<file path="src/rtl/minibyte_bus_responder_pkg.sv">
// Shared definitions for the minibyte bus responder.
//   - Address map constants (external window, scratch RAM, register offsets)
//   - Status register bit indices
//   - Bus FSM state encoding and address-region encoding
//   - Default external-access timeout
//   - decode_addr(): maps a CPU address onto its region
package minibyte_bus_responder_pkg;

  localparam int unsigned ExtTimeoutDefault = 15;

  // Address map
  localparam logic [7:0] ExtLast      = 8'hDF;
  localparam logic [7:0] RamBase      = 8'hE0;
  localparam logic [7:0] RamLast      = 8'hEF;
  localparam logic [7:0] RegGpioOut   = 8'hF0;
  localparam logic [7:0] RegGpioIn    = 8'hF1;
  localparam logic [7:0] RegTimer     = 8'hF2;
  localparam logic [7:0] RegStatus    = 8'hF3;

  // Status/control register bits
  localparam int unsigned StatEnBit      = 0;
  localparam int unsigned StatWrapBit    = 1;
  localparam int unsigned StatTimeoutBit = 7;

  // Value returned to the CPU when an external access times out
  localparam logic [7:0] HoldTimeoutVal = 8'hFF;

  typedef enum logic [1:0] {
    StIdle    = 2'd0,
    StExtWait = 2'd1,
    StExtDone = 2'd2
  } bus_state_e;

  typedef enum logic [2:0] {
    RegionExt     = 3'd0,
    RegionRam     = 3'd1,
    RegionGpioOut = 3'd2,
    RegionGpioIn  = 3'd3,
    RegionTimer   = 3'd4,
    RegionStatus  = 3'd5,
    RegionNone    = 3'd6
  } region_e;

  function automatic region_e decode_addr(input logic [7:0] addr);
    region_e region;
    if (addr <= ExtLast) begin
      region = RegionExt;
    end else if (addr <= RamLast) begin
      region = RegionRam;
    end else begin
      case (addr)
        RegGpioOut: region = RegionGpioOut;
        RegGpioIn:  region = RegionGpioIn;
        RegTimer:   region = RegionTimer;
        RegStatus:  region = RegionStatus;
        default:    region = RegionNone;
      endcase
    end
    return region;
  endfunction

endpackage

</file>
<file path="src/rtl/minibyte_bus_responder_timer8.sv">
// minibyte_timer8: 8-bit up-counter with synchronous load.
// Ports:
//   clk_in, rst_in : clock, asynchronous active-high reset (count -> 0x00)
//   enable         : increment by one on this edge
//   load           : load load_value on this edge (takes priority over enable)
//   load_value     : value written by load
//   count          : current count
//   wrap           : combinational pulse, high in the cycle whose edge wraps 0xFF -> 0x00
module minibyte_timer8 (
  input  logic       clk_in,
  input  logic       rst_in,
  input  logic       enable,
  input  logic       load,
  input  logic [7:0] load_value,
  output logic [7:0] count,
  output logic       wrap
);

  logic [7:0] count_q;
  logic [7:0] count_d;

  always_comb begin
    count_d = count_q;
    if (load) begin
      count_d = load_value;
    end else if (enable) begin
      count_d = count_q + 8'd1;
    end
  end

  // A load on the wrapping edge suppresses the wrap: the CPU value wins.
  assign wrap  = enable && !load && (count_q == 8'hFF);
  assign count = count_q;

  always_ff @(posedge clk_in or posedge rst_in) begin
    if (rst_in) begin
      count_q <= 8'h00;
    end else begin
      count_q <= count_d;
    end
  end

endmodule

</file>
<file path="src/rtl/minibyte_bus_responder.sv">
// minibyte_bus_responder: CPU-side bus responder for an 8-bit address space.
//   0x00-0xDF external memory (stalling handshake), 0xE0-0xEF scratch RAM,
//   0xF0 GPIO out, 0xF1 GPIO in (synchronized), 0xF2 timer, 0xF3 status/control,
//   0xF4-0xFF read as zero.
// Ports:
//   clk_in, rst_in, ena_in          : clock, async active-high reset, global enable
//   addr_in, data_in, we_in,
//   drive_in, data_out, halt_out    : CPU bus (data_out is zero-wait for internal regions)
//   ext_req, ext_addr, ext_rdata,
//   ext_ack, ext_we, ext_wdata      : external memory handshake (ext_wdata = data_in)
//   gpio_in, gpio_out               : asynchronous inputs, registered outputs
module minibyte_bus_responder
  import minibyte_bus_responder_pkg::*;
#(
  parameter int unsigned EXT_TIMEOUT = ExtTimeoutDefault
) (
  input  logic       clk_in,
  input  logic       rst_in,
  input  logic       ena_in,
  input  logic [7:0] addr_in,
  input  logic [7:0] data_in,
  input  logic       we_in,
  input  logic       drive_in,
  output logic [7:0] data_out,
  output logic       halt_out,
  output logic       ext_req,
  output logic [7:0] ext_addr,
  input  logic [7:0] ext_rdata,
  input  logic       ext_ack,
  output logic       ext_we,
  output logic [7:0] ext_wdata,
  input  logic [7:0] gpio_in,
  output logic [7:0] gpio_out
);

  localparam int unsigned ToW = (EXT_TIMEOUT > 1) ? $clog2(EXT_TIMEOUT) : 1;
  localparam logic [ToW-1:0] ToLast = ToW'(EXT_TIMEOUT - 1);

  region_e        region;
  bus_state_e     state_q;
  logic [7:0]     hold_q;
  logic [ToW-1:0] to_cnt_q;
  logic           timeout_hit;

  logic [7:0] ram_q [16];
  logic [7:0] gpio_out_q;
  logic [7:0] gpio_meta_q;
  logic [7:0] gpio_sync_q;
  logic       ctrl_en_q;
  logic       wrap_flag_q;
  logic       timeout_flag_q;

  logic       wr_int;
  logic       timer_load;
  logic       timer_wrap;
  logic [7:0] timer_count;

  assign region = decode_addr(addr_in);
  assign wr_int = ena_in && we_in && drive_in;

  // ---------------------------------------------------------------------------
  // External access FSM
  // ---------------------------------------------------------------------------
  // Last permitted wait cycle without an ack; an ack in that cycle still wins.
  assign timeout_hit = ena_in && (state_q == StExtWait) && !ext_ack && (to_cnt_q == ToLast);

  always_ff @(posedge clk_in or posedge rst_in) begin
    if (rst_in) begin
      state_q  <= StIdle;
      hold_q   <= 8'h00;
      to_cnt_q <= '0;
    end else if (ena_in) begin
      unique case (state_q)
        StIdle: begin
          to_cnt_q <= '0;
          if (region == RegionExt) begin
            state_q <= StExtWait;
          end
        end
        StExtWait: begin
          if (ext_ack) begin
            // Write acks carry no data; keep the hold register untouched.
            if (!we_in) begin
              hold_q <= ext_rdata;
            end
            state_q <= StExtDone;
          end else if (to_cnt_q == ToLast) begin
            hold_q  <= HoldTimeoutVal;
            state_q <= StExtDone;
          end else begin
            to_cnt_q <= to_cnt_q + 1'b1;
          end
        end
        StExtDone: begin
          state_q <= StIdle;
        end
        default: begin
          state_q <= StIdle;
        end
      endcase
    end
  end

  always_comb begin
    ext_req  = 1'b0;
    halt_out = 1'b0;
    unique case (state_q)
      StIdle: begin
        if (ena_in && (region == RegionExt)) begin
          ext_req  = 1'b1;
          halt_out = 1'b1;
        end
      end
      StExtWait: begin
        ext_req  = 1'b1;
        halt_out = 1'b1;
      end
      StExtDone: begin
        ext_req  = 1'b0;
        halt_out = 1'b0;
      end
      default: begin
        ext_req  = 1'b0;
        halt_out = 1'b0;
      end
    endcase
    // Drop the handshake the moment reset rises, not just after state clears.
    if (rst_in) begin
      ext_req  = 1'b0;
      halt_out = 1'b0;
    end
  end

  assign ext_addr  = addr_in;
  assign ext_wdata = data_in;
  assign ext_we    = ext_req && we_in && drive_in;

  // ---------------------------------------------------------------------------
  // Scratch RAM (contents are not reset)
  // ---------------------------------------------------------------------------
  always_ff @(posedge clk_in) begin
    if (wr_int && (region == RegionRam)) begin
      ram_q[addr_in[3:0]] <= data_in;
    end
  end

  // ---------------------------------------------------------------------------
  // GPIO: output register and two-flop input synchronizer
  // ---------------------------------------------------------------------------
  always_ff @(posedge clk_in or posedge rst_in) begin
    if (rst_in) begin
      gpio_out_q  <= 8'h00;
      gpio_meta_q <= 8'h00;
      gpio_sync_q <= 8'h00;
    end else begin
      gpio_meta_q <= gpio_in;
      gpio_sync_q <= gpio_meta_q;
      if (wr_int && (region == RegionGpioOut)) begin
        gpio_out_q <= data_in;
      end
    end
  end

  assign gpio_out = gpio_out_q;

  // ---------------------------------------------------------------------------
  // Timer and status/control
  // ---------------------------------------------------------------------------
  assign timer_load = wr_int && (region == RegionTimer);

  minibyte_timer8 u_timer (
    .clk_in     (clk_in),
    .rst_in     (rst_in),
    .enable     (ena_in && ctrl_en_q),
    .load       (timer_load),
    .load_value (data_in),
    .count      (timer_count),
    .wrap       (timer_wrap)
  );

  always_ff @(posedge clk_in or posedge rst_in) begin
    if (rst_in) begin
      ctrl_en_q      <= 1'b0;
      wrap_flag_q    <= 1'b0;
      timeout_flag_q <= 1'b0;
    end else begin
      // Set terms are ORed after the clear so a coincident event keeps the flag.
      if (wr_int && (region == RegionStatus)) begin
        ctrl_en_q      <= data_in[StatEnBit];
        wrap_flag_q    <= (wrap_flag_q && !data_in[StatWrapBit]) || timer_wrap;
        timeout_flag_q <= (timeout_flag_q && !data_in[StatTimeoutBit]) || timeout_hit;
      end else begin
        wrap_flag_q    <= wrap_flag_q || timer_wrap;
        timeout_flag_q <= timeout_flag_q || timeout_hit;
      end
    end
  end

  // ---------------------------------------------------------------------------
  // CPU read data
  // ---------------------------------------------------------------------------
  always_comb begin
    data_out = 8'h00;
    if (state_q == StExtDone) begin
      data_out = hold_q;
    end else begin
      unique case (region)
        RegionRam:     data_out = ram_q[addr_in[3:0]];
        RegionGpioOut: data_out = gpio_out_q;
        RegionGpioIn:  data_out = gpio_sync_q;
        RegionTimer:   data_out = timer_count;
        RegionStatus:  data_out = {timeout_flag_q, 5'b00000, wrap_flag_q, ctrl_en_q};
        default:       data_out = 8'h00;
      endcase
    end
  end

endmodule

</file>
<file path="config.mk">
export PLATFORM = sky130hd
export DESIGN_NAME = minibyte_bus_responder
export DESIGN_NICKNAME = d
export VERILOG_FILES = /design/src/rtl/minibyte_bus_responder_pkg.sv /design/src/rtl/minibyte_bus_responder_timer8.sv /design/src/rtl/minibyte_bus_responder.sv
export SDC_FILE = /design/constraint.sdc
export NUM_CORES = 1
export LEC_CHECK = 0
export BUFFER_PORTS_ARGS = -buffer_cell sky130_fd_sc_hd__buf_2
export CORE_MARGIN = 2
export CORE_UTILIZATION = 50
export DETAILED_ROUTE_END_ITERATION = 8
export GPL_TIMING_DRIVEN = 0
export HOLD_SLACK_MARGIN = 0.06
export PLACE_DENSITY = 0.76
export RECOVER_POWER = 100
export SYNTH_ARGS = -nofsm -noshare
export SYNTH_HDL_FRONTEND = slang
export SYNTH_SLANG_ARGS = --single-unit
</file>
<file path="constraint.sdc">
create_clock -name clk_in -period 3 [get_ports clk_in]
set_clock_uncertainty 0.2 [all_clocks]
set_input_delay 0.6 -clock clk_in [delete_from_list [all_inputs] [get_ports clk_in]]
set_output_delay 0.6 -clock clk_in [all_outputs]
set_load 0.02 [all_outputs]
</file>
=== Word level (Yosys, flattened, before mapping) ===
Memory sizes are Yosys's and may differ from the RTL's.
Index checks and enable logic that the tools add are counted.

* Add/sub/neg operators: 2
* $lt $le $gt $ge: 2
* Equality and inequality tests: 18
* Muxes and demuxes: 24
* Reductions and logical operators: 33

{| class="wikitable"
|+ Operators with widths
! operator !! number
|-
| 2-to-1 mux 8 bit || 6
|-
| equality test 8 bit (second input constant) || 5
|-
| case mux 8 bit (5 select lines) || 1
|-
| logical AND 1 bit || 17
|-
| less-or-equal comparator 8 bit (second input constant) || 2
|-
| case mux 3 bit (4 select lines) || 1
|-
| adder 8 x 1 -> 8 bit (second input constant) || 1
|-
| 2-to-1 mux 4 bit || 2
|-
| != test 2 bit (second input constant) || 4
|-
| case mux 4 bit (2 select lines) || 1
|-
| AND reduction 4 bit || 2
|-
| equality test 3 x 2 -> 1 bit (second input constant) || 2
|-
| equality test 3 bit (second input constant) || 2
|-
| 2-to-1 mux 1 bit || 6
|-
| 2-to-1 mux 2 bit || 3
|-
| 2-to-1 mux 3 bit || 2
|-
| nonzero test 2 bit || 3
|-
| adder 4 x 1 -> 4 bit (second input constant) || 1
|-
| equality test 4 bit (second input constant) || 1
|-
| zero test 1 bit || 4
|-
| logical OR 1 bit || 4
|-
| case mux 2 bit (2 select lines) || 1
|-
| equality test 3 x 1 -> 1 bit (second input constant) || 1
|-
| zero test 3 bit || 1
|-
| 6 further kinds || 6
|}

* Flip-flop bits (word level): 49
* RAM bits: 128
* Output and inout port bits: 35
* Logic and storage cells: 90
* Memories: 1

{| class="wikitable"
|+ Memories
! name !! words !! width !! rd ports !! clocked after memory_dff !! write ports !! line !! source
|-
| ram_q || 16 || 8 || 1 || 0 || 1 || minibyte_bus_responder.sv:45 || <nowiki>logic [7:0] ram_q [16];</nowiki>
|}

=== Logic depth before layout (Yosys ltp) ===
* Word-level depth: 11
* Mapped depth: 7
* Depth with buffers taken out: 6

=== Hierarchy ===
From an unflattened synthesis, not the netlist that was laid out.

* Cell total of the unflattened synthesis: 442
* Area total of the unflattened synthesis: 7392.1 µm²

{| class="wikitable"
|+ By module, submodules not included
! module !! times used !! cells an instance !! area an instance (µm²) !! sequential area each (µm²)
|-
| minibyte_bus_responder || 1 || 395 || 6969.2 || 4869.7
|-
| minibyte_timer8 || 1 || 47 || 422.9 || 200.2
|}

=== Least setup slack after synthesis ===
Ideal clock, no wire load.

* Path type: input -> output
* From: input port addr_in[0]
* To: output port data_out[0]
* Arrival time: 2032 ps
* Required time: 2200 ps
* Slack: 168 ps
* Stages on the path: 6
* Buffers on the path: 2
* Cell sequence: buf_6 > buf_4 > mux4_2 > mux2i_1 > mux2_2 > o21ai_0

* Word-level cells in the longest chain between the ends: 7
* Elaborated cells on any way between the ends: 17
* Classes of those cells: 2 x order compare; 9 x eq/ne; 5 x mux; 1 x memory

{| class="wikitable"
|+ Ends and longest elaborated chain
! element !! line !! source
|-
| start: declaration || minibyte_bus_responder.sv:20 || <nowiki>input logic [7:0] addr_in,</nowiki>
|-
| parallel branches: the longest is 5 deep, another holds less-or-equal comparator 8 bit || -- ||
|-
| case mux 8 bit (5 select lines) * || minibyte_bus_responder.sv:207 || <nowiki>unique case (region)</nowiki>
|-
| 2-to-1 mux 8 bit * || minibyte_bus_responder.sv:204 || <nowiki>if (state_q == StExtDone) begin</nowiki>
|-
| end: declaration || minibyte_bus_responder.sv:24 || <nowiki>output logic [7:0] data_out,</nowiki>
|}

Mark *: on every way between the ends.

=== Worst setup path after layout ===
* From: input port addr_in[0]
* To: output port data_out[2]

Same word-level chain as after synthesis.

==> flow_summary.ini <==
[cells_and_area]
final_cell_mix = edfxtp_1, buf_2, dfrtp_1
drive_gt1_share_pct = 32.5
final_cell_area_um2 = 8830
instances_no_fill = 753
fin_nets = 597
seq_area_um2 = 5070
area_growth_pct = 17.5
fillers = 1091
layout_commonest_cell = edfxtp_1
diodes = 0
multi_input_area_um2 = 2160
post-route-util_pct = 60.5

[clock_tree]
htreeDepth = 4
cts_tree = done
clk_latency_ns = 0.43
cts_buffer_depth = 2
cts_sinks = 177
cts-root-buf = clkbuf_16
cts_buffers = 17
cts.reportedPaths.clkPinSlew_ns = 0.07

[synth]
syn_avg_cell_area_um2 = 16.4
synth_edf_count = 128
ys.flop_type = edfxtp_1
ys_warn_count = 0
synth-async-reset-ratio_pct = 27.7
seq_area_frac_synth_pct = 67.5
ys_ff_latch = 177
synth_nets = 498
syn_area_um2 = 7510
yosys.cell_types.count = 46
syn_inst = 457

[drt]
via_count = 4506
drt-initial-drc-count = 505
drtAntennaViolNets = 0
drt_drc_violations_left = 0
wl_per_cell_um = 22.9
finalWirelength_um = 17200
vias_per_cell = 5.98
drtPass1Iterations = 6

[floorplanning]
boundaryPins = 73
core_area_um2 = 14600
start_util_pct = 51.5
fp.dieW_um = 127
fp.dieH_um = 127
die_area_um2 = 16000
std_cell_rows = 44

[sta]
rsz0062_at_grt = true
setup-tns-final_ns = 0
finalMaxSlewViolations = 0
post-route-period-util_pct = 99.9
slew_headroom_pct = 14.2
min_period_ns = 3.00
worst_pin_slew_ns = 1.28
setup_violations = 0
report.final.hold_viol_count = 0
max_freq_mhz = 334

[global_route]
grt_max_degree = 42
grt_overflow = 0
antenna_found_initial = 0
grt_usage_pct = 22.3
grt_pass1_vias = 4572
grt_pass1_wl_um = 26200

[setup_path]
critPathRequiredTime_ns = 2.20
r2r_cells = 7
r2r_slack_ns = 0.86
worst-path-buf-inv = 3
r2r-end = hold_q[1]
critical-path-max-stage-delay_ns = 0.50
crit_type = in -> out
end_kind = output pin
worstPathCellList = buf_12, buf_12, mux4_2, mux2_4, a31oi_2, a31oi_2, buf_4
timing.rr.start = to_cnt_q[0]
path_max_fanout = 9
worst_ep_arrival_time_ns = 2.20
slowest_stage = mux4_2
crit_family = multiplexers
cp-start-kind = input pin

[min_path]
hp-class = in -> reg
min_to = gpio_meta_q[7]
hp-start = gpio_in[7]
holdPathStages = 1

[pwr]
cellLeakagePower_uw = 0.00329
max-vdd-ir-drop_uv = 403
power.total_uw = 5530
p_per_area_nw_per_um2 = 626

[placement]
place_hpwl_um = 11100
place_area_um2 = 8120
numPortBuffers = 70
gp_congestion = 0.884
dp.cells = 712

[job]
max_cap_violations = 0

[outcome]
status = completed
worst max-delay path by stage:
stage,startpoint,end,slack (ns),cells past startpoint
finish,addr_in[0],data_out[2],0.002,7
global route,addr_in[0],data_out[1],-0.03,7
CTS,addr_in[0],data_out[4],0.0004,7
detailed placement,addr_in[0],ram_q[3][7],-0.45,6
global placement,addr_in[0],ram_q[3][7],-0.34,6
floorplan,addr_in[0],data_out[0],0.17,6
final cells by class:
class	instances	area share, %
plain buffers	38	3.60
multi-input cells	229	24.5
flip-flops and latches	177	57.4
well taps	184	2.61
clock buffers	20	5.10
inverters	13	0.553
repair buffers	80	5.09
clock inverters	12	1.12
kinds of logic after synthesis:
group                    share of synthesized area [%]
XOR/XNOR                                         0.816
multiplexers                                      15.7
AO/OA/AOI/OAI                                     5.03
flip-flops                                        67.5
buffers and inverters                             4.45
AND/OR/NAND/NOR                                   6.09
adder cells (fa/ha/maj)                          0.500
state kept, by name (all words and copies together), names as in the netlist:
name	cells
hold_q	8
ctrl_en_q	1
gpio_out	8
gpio_sync_q	8
state_q	2
gpio_meta_q	8
timeout_flag_q	1
to_cnt_q	4
u_timer.count	8
ram_q	128
wrap_flag_q	1
synth_stat cells (all sizes together) (5+ instances only):
cell	n	share of area, %
nor3	8	0.53
a31oi	12	1.0
buf	35	3.6
a21oi	11	0.73
nand3	11	0.73
nand2	15	0.75
o21ai	11	0.73
o2bb2ai	6	0.70
inv	13	0.65
edfxtp	128	51
mux2	15	2.2
mux2i	17	2.3
dfrtp	49	16
mux4	35	11
xnor2	5	0.58
nor2	35	1.8
a22oi	7	0.70
metal layers:
layer  share of wire, %  vias to the layer above  global-route usage (%)
met5                  0                        -                       0
met4                1.6                        0                    7.11
met3                8.0                       27                    4.93
met2                 50                      228                    36.2
met1                 40                     2294                    30.4
li1                   -                     1957                       -
where the power goes:
group / internal [uW] / switching (uW) / total, uW
registers: 2720 / 81.8 / 2800
clock network: 1110 / 950 / 2060
logic: 285 / 374 / 659
repair_timing:
item	4_1_cts	5_1_grt
endpoints found under the setup margin	13	8
pin swaps	2	0
hold buffers	4	2
buffers inserted	2	0
gates cloned	1	0
hold endpoints to repair	11	2
gates resized for setup	30	18
metrics by stage:
stage	setup WS (ns)	hold WS [ns]
6_report	0.00187	0.0765
5_1_grt	-0.0251	0.0659
4_1_cts	0.000423	0.0616
3_5_place_dp	-0.447	0.136
3_3_place_gp	-0.336	0.133
2_1_floorplan	0.168	0.131
Power figures use the tool's default switching activity.
